[src/rtl/io_port_responder.sv]
// io_port_responder: memory-mapped I/O responder for the CPU I/O bus.
// Registers: DATA (0), STATUS (1), CTRL (2), reserved (3).
// CPU writes to DATA go into a TX FIFO that drains to a valid/ready stream.
// Words arriving on the RX stream go into an RX FIFO that CPU DATA reads drain.
// CTRL.loopback routes TX head words straight into the RX FIFO.
module io_port_responder #(
   parameter int DEPTH = 4,
   parameter int DW    = 16
) (
   input  logic          clk,
   input  logic          rst_n,
   input  logic          iom_in,
   input  logic          wen_in,
   input  logic [15:0]   addr_in,
   input  logic [DW-1:0] data_in,
   output logic [DW-1:0] data_out,
   output logic          tx_valid_out,
   output logic [DW-1:0] tx_data_out,
   input  logic          tx_ready_in,
   input  logic          rx_valid_in,
   input  logic [DW-1:0] rx_data_in,
   output logic          rx_ready_out
);

   localparam int         AW       = (DEPTH > 1) ? $clog2(DEPTH) : 1;
   localparam logic [3:0] CNT_FULL = 4'(DEPTH);

   localparam logic [1:0] A_DATA   = 2'd0;
   localparam logic [1:0] A_STATUS = 2'd1;
   localparam logic [1:0] A_CTRL   = 2'd2;

   // FIFO storage (data only, never reset: pointers/counts define validity)
   logic [DW-1:0] tx_mem_q [DEPTH];
   logic [DW-1:0] rx_mem_q [DEPTH];

   // FIFO pointers and occupancy counts
   logic [AW-1:0] tx_wp_q, tx_wp_d, tx_rp_q, tx_rp_d;
   logic [AW-1:0] rx_wp_q, rx_wp_d, rx_rp_q, rx_rp_d;
   logic [3:0]    tx_cnt_q, tx_cnt_d;
   logic [3:0]    rx_cnt_q, rx_cnt_d;

   // Control register and sticky error flags
   logic [2:0]    ctrl_q, ctrl_d;
   logic          tx_ovf_q, tx_ovf_d;
   logic          rx_udf_q, rx_udf_d;

   // Decoded access and FIFO event strobes
   logic          rd_cyc, wr_cyc;
   logic [1:0]    reg_sel;
   logic          tx_en, rx_en, loopback;
   logic          tx_empty, tx_full, rx_empty, rx_full;
   logic          lb_move;
   logic          tx_push, tx_pop;
   logic          rx_push, rx_pop;
   logic [DW-1:0] rx_wdata;
   logic [DW-1:0] tx_head, rx_head;
   logic [15:0]   status_word;
   logic          flag_clr;

   // Upper address bits are not decoded
   logic          unused_addr;
   assign unused_addr = ^addr_in[15:2];

   // Bus decode, FIFO flags and per-cycle push/pop strobes from registered state
   always_comb begin
      rd_cyc   = rst_n & iom_in & wen_in;
      wr_cyc   = rst_n & iom_in & ~wen_in;
      reg_sel  = addr_in[1:0];

      tx_en    = ctrl_q[0];
      rx_en    = ctrl_q[1];
      loopback = ctrl_q[2];

      tx_empty = (tx_cnt_q == 4'd0);
      tx_full  = (tx_cnt_q == CNT_FULL);
      rx_empty = (rx_cnt_q == 4'd0);
      rx_full  = (rx_cnt_q == CNT_FULL);

      tx_head  = tx_mem_q[tx_rp_q];
      rx_head  = rx_mem_q[rx_rp_q];

      // Loopback ignores tx_en/rx_en and takes priority over both streams
      lb_move      = loopback & ~tx_empty & ~rx_full;
      tx_valid_out = ~loopback & tx_en & ~tx_empty;
      rx_ready_out = ~loopback & rx_en & ~rx_full;
      tx_data_out  = tx_valid_out ? tx_head : '0;

      // Full/empty decisions use pre-edge state, so a full TX drops the word
      // even when the stream drains an entry in the same cycle
      tx_push  = wr_cyc & (reg_sel == A_DATA) & ~tx_full;
      tx_pop   = (tx_valid_out & tx_ready_in) | lb_move;
      rx_pop   = rd_cyc & (reg_sel == A_DATA) & ~rx_empty;
      rx_push  = (rx_valid_in & rx_ready_out) | lb_move;
      rx_wdata = lb_move ? tx_head : rx_data_in;

      flag_clr = wr_cyc & (reg_sel == A_STATUS) & data_in[0];
   end

   // STATUS word assembly
   always_comb begin
      status_word        = '0;
      status_word[0]     = rx_empty;
      status_word[1]     = rx_full;
      status_word[2]     = tx_empty;
      status_word[3]     = tx_full;
      status_word[4]     = tx_ovf_q;
      status_word[5]     = rx_udf_q;
      status_word[11:8]  = rx_cnt_q;
      status_word[15:12] = tx_cnt_q;
   end

   // Combinational read data; zero whenever the cycle is not a read
   always_comb begin
      data_out = '0;
      if (rd_cyc) begin
         case (reg_sel)
            A_DATA:   data_out = rx_empty ? '0 : rx_head;
            A_STATUS: data_out = status_word;
            A_CTRL:   data_out = {{(DW-3){1'b0}}, ctrl_q};
            default:  data_out = '0;
         endcase
      end
   end

   // Next-state for pointers, counts, control register and sticky flags
   always_comb begin
      tx_wp_d  = tx_wp_q;
      tx_rp_d  = tx_rp_q;
      rx_wp_d  = rx_wp_q;
      rx_rp_d  = rx_rp_q;
      ctrl_d   = ctrl_q;
      tx_ovf_d = tx_ovf_q;
      rx_udf_d = rx_udf_q;

      if (tx_push) tx_wp_d = tx_wp_q + AW'(1);
      if (tx_pop)  tx_rp_d = tx_rp_q + AW'(1);
      if (rx_push) rx_wp_d = rx_wp_q + AW'(1);
      if (rx_pop)  rx_rp_d = rx_rp_q + AW'(1);

      // Simultaneous push and pop leave the count unchanged
      tx_cnt_d = tx_cnt_q + 4'(tx_push) - 4'(tx_pop);
      rx_cnt_d = rx_cnt_q + 4'(rx_push) - 4'(rx_pop);

      if (wr_cyc && reg_sel == A_DATA && tx_full)  tx_ovf_d = 1'b1;
      if (rd_cyc && reg_sel == A_DATA && rx_empty) rx_udf_d = 1'b1;
      if (flag_clr) begin
         tx_ovf_d = 1'b0;
         rx_udf_d = 1'b0;
      end

      if (wr_cyc && reg_sel == A_CTRL) ctrl_d = data_in[2:0];
   end

   // Control state register; reset empties both FIFOs and clears CTRL/flags
   always_ff @(posedge clk or negedge rst_n) begin
      if (!rst_n) begin
         tx_wp_q  <= '0;
         tx_rp_q  <= '0;
         rx_wp_q  <= '0;
         rx_rp_q  <= '0;
         tx_cnt_q <= '0;
         rx_cnt_q <= '0;
         ctrl_q   <= '0;
         tx_ovf_q <= 1'b0;
         rx_udf_q <= 1'b0;
      end else begin
         tx_wp_q  <= tx_wp_d;
         tx_rp_q  <= tx_rp_d;
         rx_wp_q  <= rx_wp_d;
         rx_rp_q  <= rx_rp_d;
         tx_cnt_q <= tx_cnt_d;
         rx_cnt_q <= rx_cnt_d;
         ctrl_q   <= ctrl_d;
         tx_ovf_q <= tx_ovf_d;
         rx_udf_q <= rx_udf_d;
      end
   end

   // TX FIFO storage write
   always_ff @(posedge clk) begin
      if (tx_push) tx_mem_q[tx_wp_q] <= data_in;
   end

   // RX FIFO storage write (external stream or loopback)
   always_ff @(posedge clk) begin
      if (rx_push) rx_mem_q[rx_wp_q] <= rx_wdata;
   end

endmodule

[config.mk]
export PLATFORM = sky130hd
export DESIGN_NAME = io_port_responder
export DESIGN_NICKNAME = d
export VERILOG_FILES = /design/src/rtl/io_port_responder.sv
export SDC_FILE = /design/constraint.sdc
export NUM_CORES = 1
export LEC_CHECK = 0
export BUFFER_PORTS_ARGS = -buffer_cell sky130_fd_sc_hd__buf_4
export CAP_MARGIN = 20
export CORE_ASPECT_RATIO = 1.1
export CORE_MARGIN = 5
export CORE_UTILIZATION = 50
export CTS_CLUSTER_DIAMETER = 50
export DETAILED_ROUTE_END_ITERATION = 8
export PLACE_DENSITY = 0.79
export SYNTH_ARGS = -nofsm -noshare
export SYNTH_HDL_FRONTEND = slang
export SYNTH_SLANG_ARGS = --single-unit
[constraint.sdc]
create_clock -name clk -period 3.5 [get_ports clk]
set_input_delay 1.05 -clock clk [delete_from_list [all_inputs] [get_ports clk]]
set_output_delay 1.05 -clock clk [all_outputs]
set_load 0.005 [all_outputs]
* After elaboration in Yosys (flattened, before gate mapping) *
Memories as Yosys holds them, arrays and structs flattened.
Cells that the tools add are included.

word-level totals
  bits in writable memories = 128
  memories = 2
  input bits = 54
  bits in registers = 21

cells by class
  add/subtract/negate cells = 8
  bitwise logic cells = 25
  equal/unequal tests = 4
  multiplexer cells = 13
  reduce and logical (&&, ||, !) cells = 10

memories
  name      depth  width  rd ports  clocked after memory_dff  write ports  RTL line  text
  rx_mem_q  4      16     1         0                         1            34        logic [DW-1:0] rx_mem_q [DEPTH];
  tx_mem_q  4      16     1         0                         1            33        logic [DW-1:0] tx_mem_q [DEPTH];

operators with widths
  operator             count
  $mux 16              4
  $pmux 16 s3          1
  $and 1x1->1          17
  $add 2x1->2 const B  4
  $add 4x1->4          2
  $eq 4x3->1 const B   2
  $logic_not 4->1      2
  $mux 1               8
  $sub 4x1->4          2
  $not 1->1            6
  $logic_and 1x1->1    5
  $reduce_bool 2->1    2
  $eq 2x1->1 const B   1
  $eq 2x2->1 const B   1
  $logic_not 2->1      1
  $or 1x1->1           2

* Depth between registers and ports, before layout *
Gate-level depths: netlist of the first run.

  depth after elaboration = 7
  mapped depth = 11

* Least setup slack after synthesis of the first run *
Ideal clock, no wire load.

  path kind = in2out
  start = in addr_in[0]
  end = out data_out[12]
  path buffers = 2
  data arrival time = 1994 ps
  cell stages on the path = 4
  slack = 456 ps
  cell sequence = buf_2 nor4_4 buf_4 a32o_1

on the way
  cells in the longest elaborated chain, start to end = 3
  elaborated cells on any way between the ends = 5

RTL lines
  what                                      RTL line  text
  start, declared                           14        input logic [15:0] addr_in,
  $eq 2x2->1, or another cell as far along  116       case (reg_sel)
  $pmux 16 s3 (*)                           116
  $mux 16 (*)                               115       if (rd_cyc) begin
  end, declared                             16        output logic [DW-1:0] data_out,

Mark *: on every way between the ends. The rest lies on a longest branch, timed or not.

* Worst setup path after layout of the first run *
  start = reg tx_cnt_q[2]
  end = out tx_data_out[0]

on the way
  cells in the longest elaborated chain, start to end = 4

RTL lines
  what                    RTL line  text
  start, declared         39        logic [3:0] tx_cnt_q, tx_cnt_d;
  start signal, assigned  171       tx_cnt_q <= tx_cnt_d;
  $logic_not 4->1         74        tx_empty = (tx_cnt_q == 4'd0);
  $not 1->1               84        tx_valid_out = ~loopback & tx_en & ~tx_empty;
  $and 1x1->1             84
  $mux 16                 86        tx_data_out = tx_valid_out ? tx_head : '0;
  end, declared           18        output logic [DW-1:0] tx_data_out,

Every way passes these cells.

==> summary.md, run 1 <==
| Metric | Value |
|---|---|
| Status | complete, no violations |
| Crit Path Class | flop to output port |
| Worst IR Drop VDD | approximately 0.41 mV |
| Max-cap viol count | 0 |
| Setup TNS | 0 ns |
| Setup Buffers After CTS | 0 |
| Critical path's slowest cell | nor3b_4 |
| Synth warn | 0 |
| RSZ-0062 raised after global routing | no |
| Critical Path Source Type | flop |
| DR iter-0 viols | between 200 and 250 |
| Register bit count reported by yosys | 149 |
| Fraction of layout cells with a size suffix above 1 | 41.6% |
| Sequential area share after synthesis | around two thirds |
| Clk network pwr share | approximately 29% |
| CP startpoint | tx_cnt_q[2] |
| Antenna cells | 0 |
| Rows | 44 |
| Slew headroom | between 50% and 60% |
| PD cells | approximately 770 mW/mm2 |
| PortBufs | 73 |
| Fin area | ~0.0080 mm2 |
| Routability Congestion | 0.769 |
| Final WL | around 13 mm |
| I/O Pins | 88 |
| First-pass GRT wire length | about 21 mm |
| Max H-tree Level | 4 |
| Top cells by area in the synthesized netlist | edfxtp_1 59%, mux4_2 11%, dfrtp_1 8.0%, ha_1 3.8%, and2_1 2.2% |
| Core box area | between 0.01 and 0.015 mm2 |
| FILL cells | between 800 and 900 |
| # setup viols final | 0 |
| CTS resizes | 1 |
| Via count | 3,484 |
| Final period util | between 90% and 100% |
| Leak | 2.98 nW |
| Crit path DAT | roughly 2.3 ns |
| Max Fclk | around 0.30 GHz |
| Final max-slew violation count | 0 |
| Critical-path cell list | inv_1, ha_1, nor3b_4, nor3b_4, and2_1, buf_4 |
| DIE AREA | between 0.015 and 0.02 mm2 |
| Synth Cell Area | 0.00656 mm2 |
| Worst EP required | between 2 and 2.5 ns |
| Share of the synthesized area in the top cell type | between 50 and 60% |
| CTS Hold Bufs | 0 |
| CTS Buf Count | 17 |
| CTS clk-pin slew, worst paths | around 0.06 ns |
| Async set or reset register ratio after synthesis | between 10% and 20% |
| Overall fraction of global-route tracks in use | between 15 and 20% |
| CP Capture Point | tx_data_out[0] |
| Final Hold Vio Count | 0 |
| Synth cell types | between 40 and 50 |
| Grt total ovfl | 0 |
| Nets@finish | between 500 and 600 |
| Final setup skew | between 0.01 and 0.015 ns |
| Final HPWL DP | 8.97 mm |
| Antenna violations before repair | 0 |
| Max clock buf depth | 2 |
| Vias in the first global route | between 3,000 and 4,000 |
| Layout area overhead | 21.7% |
| Drt drc | 0 |
| Post-route ant nets | 0 |
| Post-Syn Instances | 351 |
| Mapped Avg Cell Area | approximately 19 um2 |
| # clock sinks | about 150 |
| Slew @ Worst Pin | 0.676 ns |
| Crit path time final | between 3 and 4 ns |
| Fraction of power spent switching nets | about 31% |
| Post-DP Area | approximately 0.0074 mm2 |
| Highest net fanout along the worst path | 17 |
| FF-to-FF path depth | 11 |
| Post-synth top cells | 128 x edfxtp_1, 32 x mux4_2, 23 x and2_1 |
| Commonest register cell after synthesis | edfxtp_1 |
| Crit. End Element | output port |
| Post-synth net total | ~430 |
| Die H | roughly 130 um |
| Starting Density | 50.3% |
| Comb pwr share | roughly 30% |
| Mean number of vias per cell | ~5.6 |
| Worst r2r src | tx_cnt_q[2] |
| R2r endpoint | rx_cnt_q[2] |
| Largest net degree at the start of global routing | 21 |
| Net switching power | 0.00190 W |
| WL/cell | 21.4 um |
| Most numerous cell in the Yosys netlist | edfxtp_1 |
| Cell mode on critical path | nor3b_4 |
| CTS tree | built |
| Reg2reg setup slack | roughly 0.78 ns |
| Pre-antenna DRT Iters | 4 |
| Post-synth EDFFs | 128 |
| Flop pwr share | 40.9% |
| Synth area leader | edfxtp_1 |
| Die W | between 100 and 150 um |
| Internal Power | 0.00421 W |
| Clk root buf | clkbuf_16 |
| Worst path max stage delay | 0.59 ns |
| Clock Latency Late Sink | roughly 0.42 ns |
| Classification of the worst-slack hold path | flop to flop |
-- worst min path at each step --
| stage | from | endpoint | slack (ns) | cells after the start |
|---|---|---|---|---|
| 6_report | rx_udf_q | rx_udf_q | 0.53 | 1 |
| 3_5_place_dp | rx_udf_q | rx_udf_q | 0.51 | 1 |
| 3_3_place_gp | tx_ovf_q | tx_ovf_q | 0.48 | 1 |
| 2_1_floorplan | tx_ovf_q | tx_ovf_q | 0.47 | 1 |
| 5_1_grt | rx_udf_q | rx_udf_q | 0.54 | 1 |
| 4_1_cts | rx_udf_q | rx_udf_q | 0.53 | 1 |
-- registers in the layout (all words and copies together) (netlist names) --
register and flops:
rx_udf_q 1, tx_rp_q 2, rx_wp_q 2, tx_wp_q 2
tx_cnt_q 4, rx_cnt_q 4, tx_mem_q 64, ctrl_q 3
tx_ovf_q 1, rx_rp_q 2, rx_mem_q 64
-- cell usage in the layout (no fill, tap or decap), drive strengths merged, types with 4 or more instances in the layout --
| cell | Yosys | final |
|---|---|---|
| edfxtp | 128 | 128 |
| buf | 9 | 93 |
| inv | 21 | 33 |
| mux4 | 32 | 32 |
| and2 | 23 | 23 |
| dfrtp | 21 | 21 |
| ha | 20 | 20 |
| mux2 | 20 | 20 |
| clkbuf | 6 | 17 |
| a32o | 12 | 12 |
| nor3b | 10 | 10 |
| xor2 | 6 | 6 |
| a21oi | 4 | 4 |
| o2bb2ai | 4 | 4 |
-- per-layer routing --
metal	GRT usage [%]	vias to the layer above	wire, um
met5	0	-	0
met4	6.00	0	170
met3	3.68	13	572
met2	31.5	96	7190
met1	22.2	1789	5350
li1	-	1586	-
-- critical path: cells and delay by family (launching register included) --
kind / cells / cell delay [ns]
simple gates: 3 / 1.07
flops: 1 / 0.37
buf+inv: 2 / 0.20
fa+ha+maj: 1 / 0.20
-- power groups by stage --
stage               combinational, W  clock (W)  sequential, W
floorplan                    0.00133          0        0.00248
global placement             0.00181          0        0.00250
detailed placement           0.00186          0        0.00253
CTS                          0.00189    0.00178        0.00250
global route                 0.00205    0.00186        0.00253
finish                       0.00186    0.00175        0.00250
-- metrics by stage --
step	hold WS, ns	power [W]	util [%]	instances	worst slack, ns
2_1_floorplan	0.466	0.00381	-	351	0.456
3_3_place_gp	0.479	0.00431	56.7	590	0.324
3_5_place_dp	0.512	0.00439	56.7	590	0.295
4_1_cts	0.526	0.00618	61.2	622	0.174
5_1_grt	0.536	0.00644	61.2	622	0.0467
6_report	0.529	0.00611	61.2	622	0.182
-- cell families (layout without fill, tap and decap cells) --
| kind of cell | after synthesis | count (layout) | synth area share (%) |
|---|---|---|---|
| xor+xnor | 9 | 9 | 1.20 |
| mux | 52 | 52 | 14.9 |
| flops | 149 | 149 | 66.6 |
| simple gates | 53 | 53 | 6.49 |
| compound gates | 30 | 30 | 3.74 |
| fa+ha+maj | 22 | 22 | 4.43 |
| buf+inv | 36 | 146 | 2.65 |
-- cell type report --
| class | instances | area (um2) | area share (%) |
|---|---|---|---|
| Timing Repair Buffer | 93 | 711 | 8.90 |
| Sequential cell | 149 | 4370 | 54.7 |
| Clock inverter | 15 | 154 | 1.93 |
| Clock buffer | 17 | 425 | 5.33 |
| Multi-Input combinational cell | 166 | 2040 | 25.6 |
| Tap cell | 161 | 201 | 2.52 |
| Inverter | 21 | 78.8 | 0.988 |
(Power assumes the default switching activity.)
==> run 2: changes to the inputs <==
- CORE_MARGIN: 5 -> not set
==> summary.md, run 2 (same netlist as run 1, synthesis figures left out) <==
| Metric | Value |
|---|---|
| First-pass GRT wire length | 19.9 mm (was 20.7 mm) |
| Fraction of power spent switching nets | 29.8% (was 31.0%) |
| Drt drc | 6 (was 0) |
| Max Fclk | 0.308 GHz (was 0.301 GHz) |
| Rows | 43 (was 44) |
| Clk network pwr share | 27.9% (was 28.7%) |
| RSZ-0062 raised after global routing | no (unchanged) |
| CTS Buf Count | 17 (unchanged) |
| Routability Congestion | 0.814 (was 0.769) |
| Final max-slew violation count | 0 (unchanged) |
| # clock sinks | 149 (unchanged) |
| Leak | 2.96 nW (was 2.98 nW) |
| Die W | 111 um (was 119 um) |
| Multi-input logic area | 0.00204 mm2 (unchanged) |
| Crit path DAT | 2.19 ns (was 2.27 ns) |
| Max H-tree Level | 4 (unchanged) |
| Crit path time final | 3.24 ns (was 3.32 ns) |
| Overall fraction of global-route tracks in use | 20.5% (was 17.8%) |
| Grt total ovfl | 0 (unchanged) |
| WL/cell | 20.8 um (was 21.4 um) |
| Comb pwr share | 30.4% (about the same) |
| Antenna cells | 0 (unchanged) |
| Post-DP Area | 0.00738 mm2 (was 0.00740 mm2) |
| Classification of the worst-slack hold path | flop to flop (unchanged) |
| Critical Path Source Type | primary input (was flop) |
| Final Hold Vio Count | 0 (unchanged) |
| Pre-antenna DRT Iters | 6 (was 4) |
| Clk root buf | clkbuf_16 (unchanged) |
| Commonest cells after routing, fill and taps aside | 128 x edfxtp_1, 91 x buf_4, 32 x mux4_2 (was 128 x edfxtp_1, 92 x buf_4, 32 x mux4_2) |
| Mean number of vias per cell | 5.65 (was 5.60) |
| PD cells | 760 mW/mm2 (was 766 mW/mm2) |
| Final WL | 12.8 mm (was 13.3 mm) |
| GR Util met2 | 35.6% (was 31.5%) |
| GR Util met1 | 24.9% (was 22.2%) |
| Commonest non-fill, non-tap cell in the layout | edfxtp_1 (unchanged) |
| Starting Density | 51.7% (was 50.3%) |
| PortBufs | 73 (unchanged) |
| I/O Pins | 88 (unchanged) |
| Final setup skew | 0.0105 ns (was 0.0114 ns) |
| CTS Hold Bufs | 0 (unchanged) |
| Slew @ Worst Pin | 0.722 ns (was 0.676 ns) |
| CTS clk-pin slew, worst paths | 0.06 ns (about the same) |
| Net switching power | 0.00180 W (was 0.00190 W) |
| Status | finished with violations (was complete, no violations) |
| Internal Power | 0.00424 W (was 0.00421 W) |
| Worst EP required | 2.45 ns (about the same) |
| Antenna violations before repair | 0 (unchanged) |
| Fin area | 0.00795 mm2 (was 0.00798 mm2) |
| Slew headroom | 51.9% (was 54.9%) |
| Worst IR Drop VDD | 0.410 mV (was 0.414 mV) |
| Highest net fanout along the worst path | 15 (was 17) |
| FF/Latch Area | 0.00437 mm2 (unchanged) |
| Final period util | 92.7% (was 94.8%) |
| Clock Latency Late Sink | 0.42 ns (about the same) |
| Post-route ant nets | 0 (unchanged) |
| Fraction of layout cells with a size suffix above 1 | 40.9% (was 41.6%) |
| DIE AREA | 0.0136 mm2 (was 0.0155 mm2) |
| Flop pwr share | 41.7% (was 40.9%) |
| Crit. End Element | output port (unchanged) |
| Nets@finish | 523 (was 524) |
| Layout area overhead | 21.1% (was 21.7%) |
| GR Layer Usage met3 | 4.88% (was 3.68%) |
| Via count | 3,484 (unchanged) |
| Max clock buf depth | 2 (unchanged) |
| Max-cap viol count | 0 (unchanged) |
| FILL cells | 905 (was 892) |
| Final HPWL DP | 8.77 mm (was 8.97 mm) |
| Core box area | 0.0127 mm2 (was 0.0130 mm2) |
| Die H | 122 um (was 130 um) |
| Vias in the first global route | 3,584 (was 3,749) |
| Failing checks | design-rule violations |
| CTS tree | built (unchanged) |
| Setup TNS | 0 ns (unchanged) |
| Crit Path Class | primary input to output port (was flop to output port) |
| Global route hottest layer | met2 (unchanged) |
| # setup viols final | 0 (unchanged) |
| Largest regs | rx_mem_q x64, tx_mem_q x64 (unchanged) |
| DR iter-0 viols | 189 (was 230) |
| Largest net degree at the start of global routing | 24 (was 21) |
## run 2: cell count changes in the layout (fill, tap and decap cells not counted)
cell / change
inv_8: -6
clkinv_4: +3
clkbuf_1: +2
clkinv_2: +2
inv_6: -2
buf_4: -1
bufinv_16: +1
clkinv_1: +1
clkinv_8: -1
## run 2: area by class of cell
class                   count  area share (%)
inverters                  21           0.992
multi-input cells         166            25.7
repair buffers             92            8.85
clock buffers              19            5.45
flip-flops and latches    149            55.0
clock inverters            13            1.54
well taps                 157            2.47
## run 2: critical path, stage by stage
cell	delay [ns]
buf_4	0.11
nand3_2	0.13
nor4_4	0.38
buf_12	0.20
a32o_1	0.18
buf_4	0.13
## run 2: through the flow
stage	power, W	std cells	util, %	hold slack [ns]	worst slack [ns]
6_report	0.00604	617	62.6	0.524	0.257
5_1_grt	0.00635	617	62.6	0.538	0.129
4_1_cts	0.00611	617	62.6	0.520	0.223
3_5_place_dp	0.00440	585	58.1	0.507	0.219
3_3_place_gp	0.00431	585	58.1	0.481	0.295
2_1_floorplan	0.00381	351	-	0.466	0.456
## run 2: final timing paths
check | from | to | slack [ns] | cells past startpoint
max in group asynchronous | rst_n | tx_rp_q[1] | 2.60 | 2
min | rx_udf_q | rx_udf_q | 0.52 | 1
max | iom_in | data_out[3] | 0.26 | 6
min reg2reg | rx_udf_q | rx_udf_q | 0.52 | 1
max reg2reg | tx_cnt_q[2] | rx_cnt_q[2] | 0.75 | 11
min in group asynchronous | rst_n | rx_cnt_q[0] | 0.64 | 2
## run 2: repair_timing
| item | in CTS | in global routing |
|---|---|---|
| gates resized for setup | 1 | 0 |
| setup buffers | 0 | 0 |
| setup endpoints to repair | 1 | 0 |
## run 2: layer usage
metal  vias to the layer above  share of wire (%)
met5                         -                  0
met4                         0                1.6
met3                        18                4.6
met2                       102                 54
met1                      1782                 39
li1                       1582                  -
## run 2: power by group through the flow
stage / registers, W / logic [W] / clock network, W
2_1_floorplan: 0.00248 / 0.00133 / 0
3_3_place_gp: 0.00253 / 0.00178 / 0
3_5_place_dp: 0.00256 / 0.00185 / 0
4_1_cts: 0.00252 / 0.00187 / 0.00171
5_1_grt: 0.00255 / 0.00202 / 0.00178
6_report: 0.00252 / 0.00184 / 0.00168
==> run 3: changes to the inputs <==
- CELL_PAD_IN_SITES_DETAIL_PLACEMENT: not set -> 1
- CELL_PAD_IN_SITES_GLOBAL_PLACEMENT: not set -> 2
- CORE_UTILIZATION: 50 -> 43
- HOLD_SLACK_MARGIN: not set -> 0.15
- PLACE_DENSITY: 0.79 -> 0.87
==> summary.md, run 3 (same netlist as run 1, synthesis figures left out) <==
| Metric | Value |
|---|---|
| Status | complete, no violations (was finished with violations) |
| Starting Density | 44.7% (was 51.7%) |
| Worst IR Drop VDD | 0.340 mV (was 0.410 mV) |
| PortBufs | 73 (unchanged) |
| CTS tree | built (unchanged) |
| PD cells | 761 mW/mm2 (was 760 mW/mm2) |
| Worst r2r src | tx_cnt_q[2] (unchanged) |
| Pre-antenna DRT Iters | 4 (was 6) |
| Final Hold Vio Count | 0 (unchanged) |
| Via count | 3,529 (was 3,484) |
| Drt drc | 0 (was 6) |
| Worst path max stage delay | 0.58 ns (was 0.38 ns) |
| Max clock buf depth | 2 (unchanged) |
| Final period util | 94.6% (was 92.7%) |
| # setup viols final | 0 (unchanged) |
| WL/cell | 22.2 um (was 20.8 um) |
| HP Start | tx_ovf_q (was rx_udf_q) |
| Crit path time final | 3.31 ns (was 3.24 ns) |
| Largest regs | rx_mem_q x64, tx_mem_q x64 (unchanged) |
| Die W | 120 um (was 111 um) |
| Antenna violations before repair | 0 (unchanged) |
| Final max-slew violation count | 0 (unchanged) |
| DIE AREA | 0.0158 mm2 (was 0.0136 mm2) |
| Final WL | 14.4 mm (was 12.8 mm) |
| Max H-tree Level | 4 (unchanged) |
| Mean number of vias per cell | 5.41 (was 5.65) |
| FF-to-FF path depth | 11 (unchanged) |
| FILL cells | 1,352 (was 905) |
| Slew @ Worst Pin | 0.659 ns (was 0.722 ns) |
| Rows | 46 (was 43) |
| CTS Hold Bufs | 0 (unchanged) |
| Antenna cells | 0 (unchanged) |
| Final HPWL DP | 10.4 mm (was 8.77 mm) |
| Overall fraction of global-route tracks in use | 19.9% (was 20.5%) |
| Crit. End Element | output port (unchanged) |
| Routability Congestion | 0.751 (was 0.814) |
| Fraction of layout cells with a size suffix above 1 | 40.4% (was 40.9%) |
| Clk root buf | clkbuf_16 (unchanged) |
| DR iter-0 viols | 223 (was 189) |
| Highest net fanout along the worst path | 17 (was 15) |
| Fin util | 54.4% (was 62.6%) |
| Core box area | 0.0147 mm2 (was 0.0127 mm2) |
| Min-Delay Path Depth | 1 (unchanged) |
| Leak | 2.96 nW (about the same) |
| Cell mode on critical path | nor3b_4 (was buf_4) |
| Grt total ovfl | 0 (unchanged) |
| Clock Latency Late Sink | 0.42 ns (about the same) |
| R2r endpoint | rx_cnt_q[2] (unchanged) |
| Commonest cells after routing, fill and taps aside | 128 x edfxtp_1, 92 x buf_4, 32 x mux4_2 (was 128 x edfxtp_1, 91 x buf_4, 32 x mux4_2) |
| Post-route ant nets | 0 (unchanged) |
| Max Fclk | 0.302 GHz (was 0.308 GHz) |
| First-pass GRT wire length | 22.8 mm (was 19.9 mm) |
| Critical path's slowest cell | nor3b_4 (was nor4_4) |
| Die H | 132 um (was 122 um) |
| Crit Path Class | flop to output port (was primary input to output port) |
| Worst EP required | 2.45 ns (about the same) |
| Crit path DAT | 2.26 ns (was 2.19 ns) |
| Slew headroom | 56.0% (was 51.9%) |
| Classification of the worst-slack hold path | flop to flop (unchanged) |
| Reg2reg setup slack | 0.67 ns (was 0.75 ns) |
| Max-cap viol count | 0 (unchanged) |
| Hold Path End | tx_ovf_q (was rx_udf_q) |
| Setup TNS | 0 ns (unchanged) |
| CTS clk-pin slew, worst paths | 0.06 ns (about the same) |
| Commonest non-fill, non-tap cell in the layout | edfxtp_1 (unchanged) |
| Critical-path cell list | inv_1, ha_1, nor3b_4, nor3b_4, and2_1, buf_4 (was buf_4, nand3_2, nor4_4, buf_12, a32o_1, buf_4) |
| Critical Path Source Type | flop (was primary input) |
| Layout area overhead | 21.7% (was 21.1%) |
| Largest net degree at the start of global routing | 21 (was 24) |
| Nets@finish | 524 (was 523) |
| RSZ-0062 raised after global routing | no (unchanged) |
| Final setup skew | 0.0101 ns (was 0.0105 ns) |
| CTS Buf Count | 17 (unchanged) |
| I/O Pins | 88 (unchanged) |
| Vias in the first global route | 3,968 (was 3,584) |
| # clock sinks | 149 (unchanged) |
## run 3: cell types whose count changed in the layout (fill, tap and decap cells not counted), sizes merged
cell / previous run / this run
buf: 92 / 93
bufinv: 1 / 2
clkbuf: 19 / 17
clkinv: 6 / 10
inv: 25 / 21
## run 3: repair_timing
| item | in CTS | in global routing |
|---|---|---|
| endpoints found under the setup margin | 16 | 0 |
| resized for setup | 1 | 0 |
| buffers inserted | 0 | 0 |
## run 3: through the flow
step | total power, W | setup slack (ns) | hold slack [ns] | area [um2] | cells
final | 0.00608 | 0.189 | 0.521 | 7990 | 652
after global routing | 0.00639 | 0.0388 | 0.544 | 7990 | 652
after CTS | 0.00616 | 0.144 | 0.520 | 7990 | 652
after detailed placement | 0.00447 | 0.241 | 0.507 | 7430 | 621
after global placement | 0.00433 | 0.299 | 0.480 | 7430 | 621
after floorplan | 0.00381 | 0.456 | 0.466 | 6560 | 351
## run 3: area by class of cell
cell class / instances / area, um2 / area share (%)
multi-input combinational: 166 / 2040 / 25.6
timing repair buffer: 93 / 711 / 8.90
clock inverter: 14 / 119 / 1.49
tap: 192 / 240 / 3.01
inverter: 21 / 78.8 / 0.987
sequential: 149 / 4370 / 54.7
clock buffer: 17 / 425 / 5.33
## run 3: where the power goes
part | internal, W | switching [W] | total, W
Clock | 0.00102 | 0.000662 | 0.00168
Sequential | 0.00234 | 0.000168 | 0.00250
Combinational | 0.000919 | 0.000971 | 0.00189
Total | 0.00428 | 0.00180 | 0.00608
## run 3: per-layer routing
metal | part of all wire (%) | routed length, um | GRT usage, %
met1 | 41 | 5900 | 23.9
met2 | 55 | 7880 | 34.9
met3 | 2.6 | 375 | 2.99
met4 | 2.0 | 288 | 9.24
met5 | 0 | 0 | 0
## run 3: critical path: cells and delay by family, from the launching register on
kind	cells	cell delay, ns
buffers and inverters	2	0.20
AND/OR/NAND/NOR	3	1.03
flip-flops	1	0.39
adder cells (fa/ha/maj)	1	0.20
## run 3: worst max-delay path by stage
stage / endpoint / slack (ns) / cells after the start / startpoint
final: tx_data_out[14] / 0.19 / 6 / tx_cnt_q[2]
after CTS: tx_data_out[14] / 0.14 / 6 / tx_cnt_q[2]
after global routing: tx_data_out[14] / 0.04 / 6 / tx_cnt_q[2]
after floorplan: data_out[12] / 0.46 / 4 / addr_in[0]
after global placement: data_out[5] / 0.30 / 6 / rst_n
after detailed placement: data_out[5] / 0.24 / 6 / rst_n
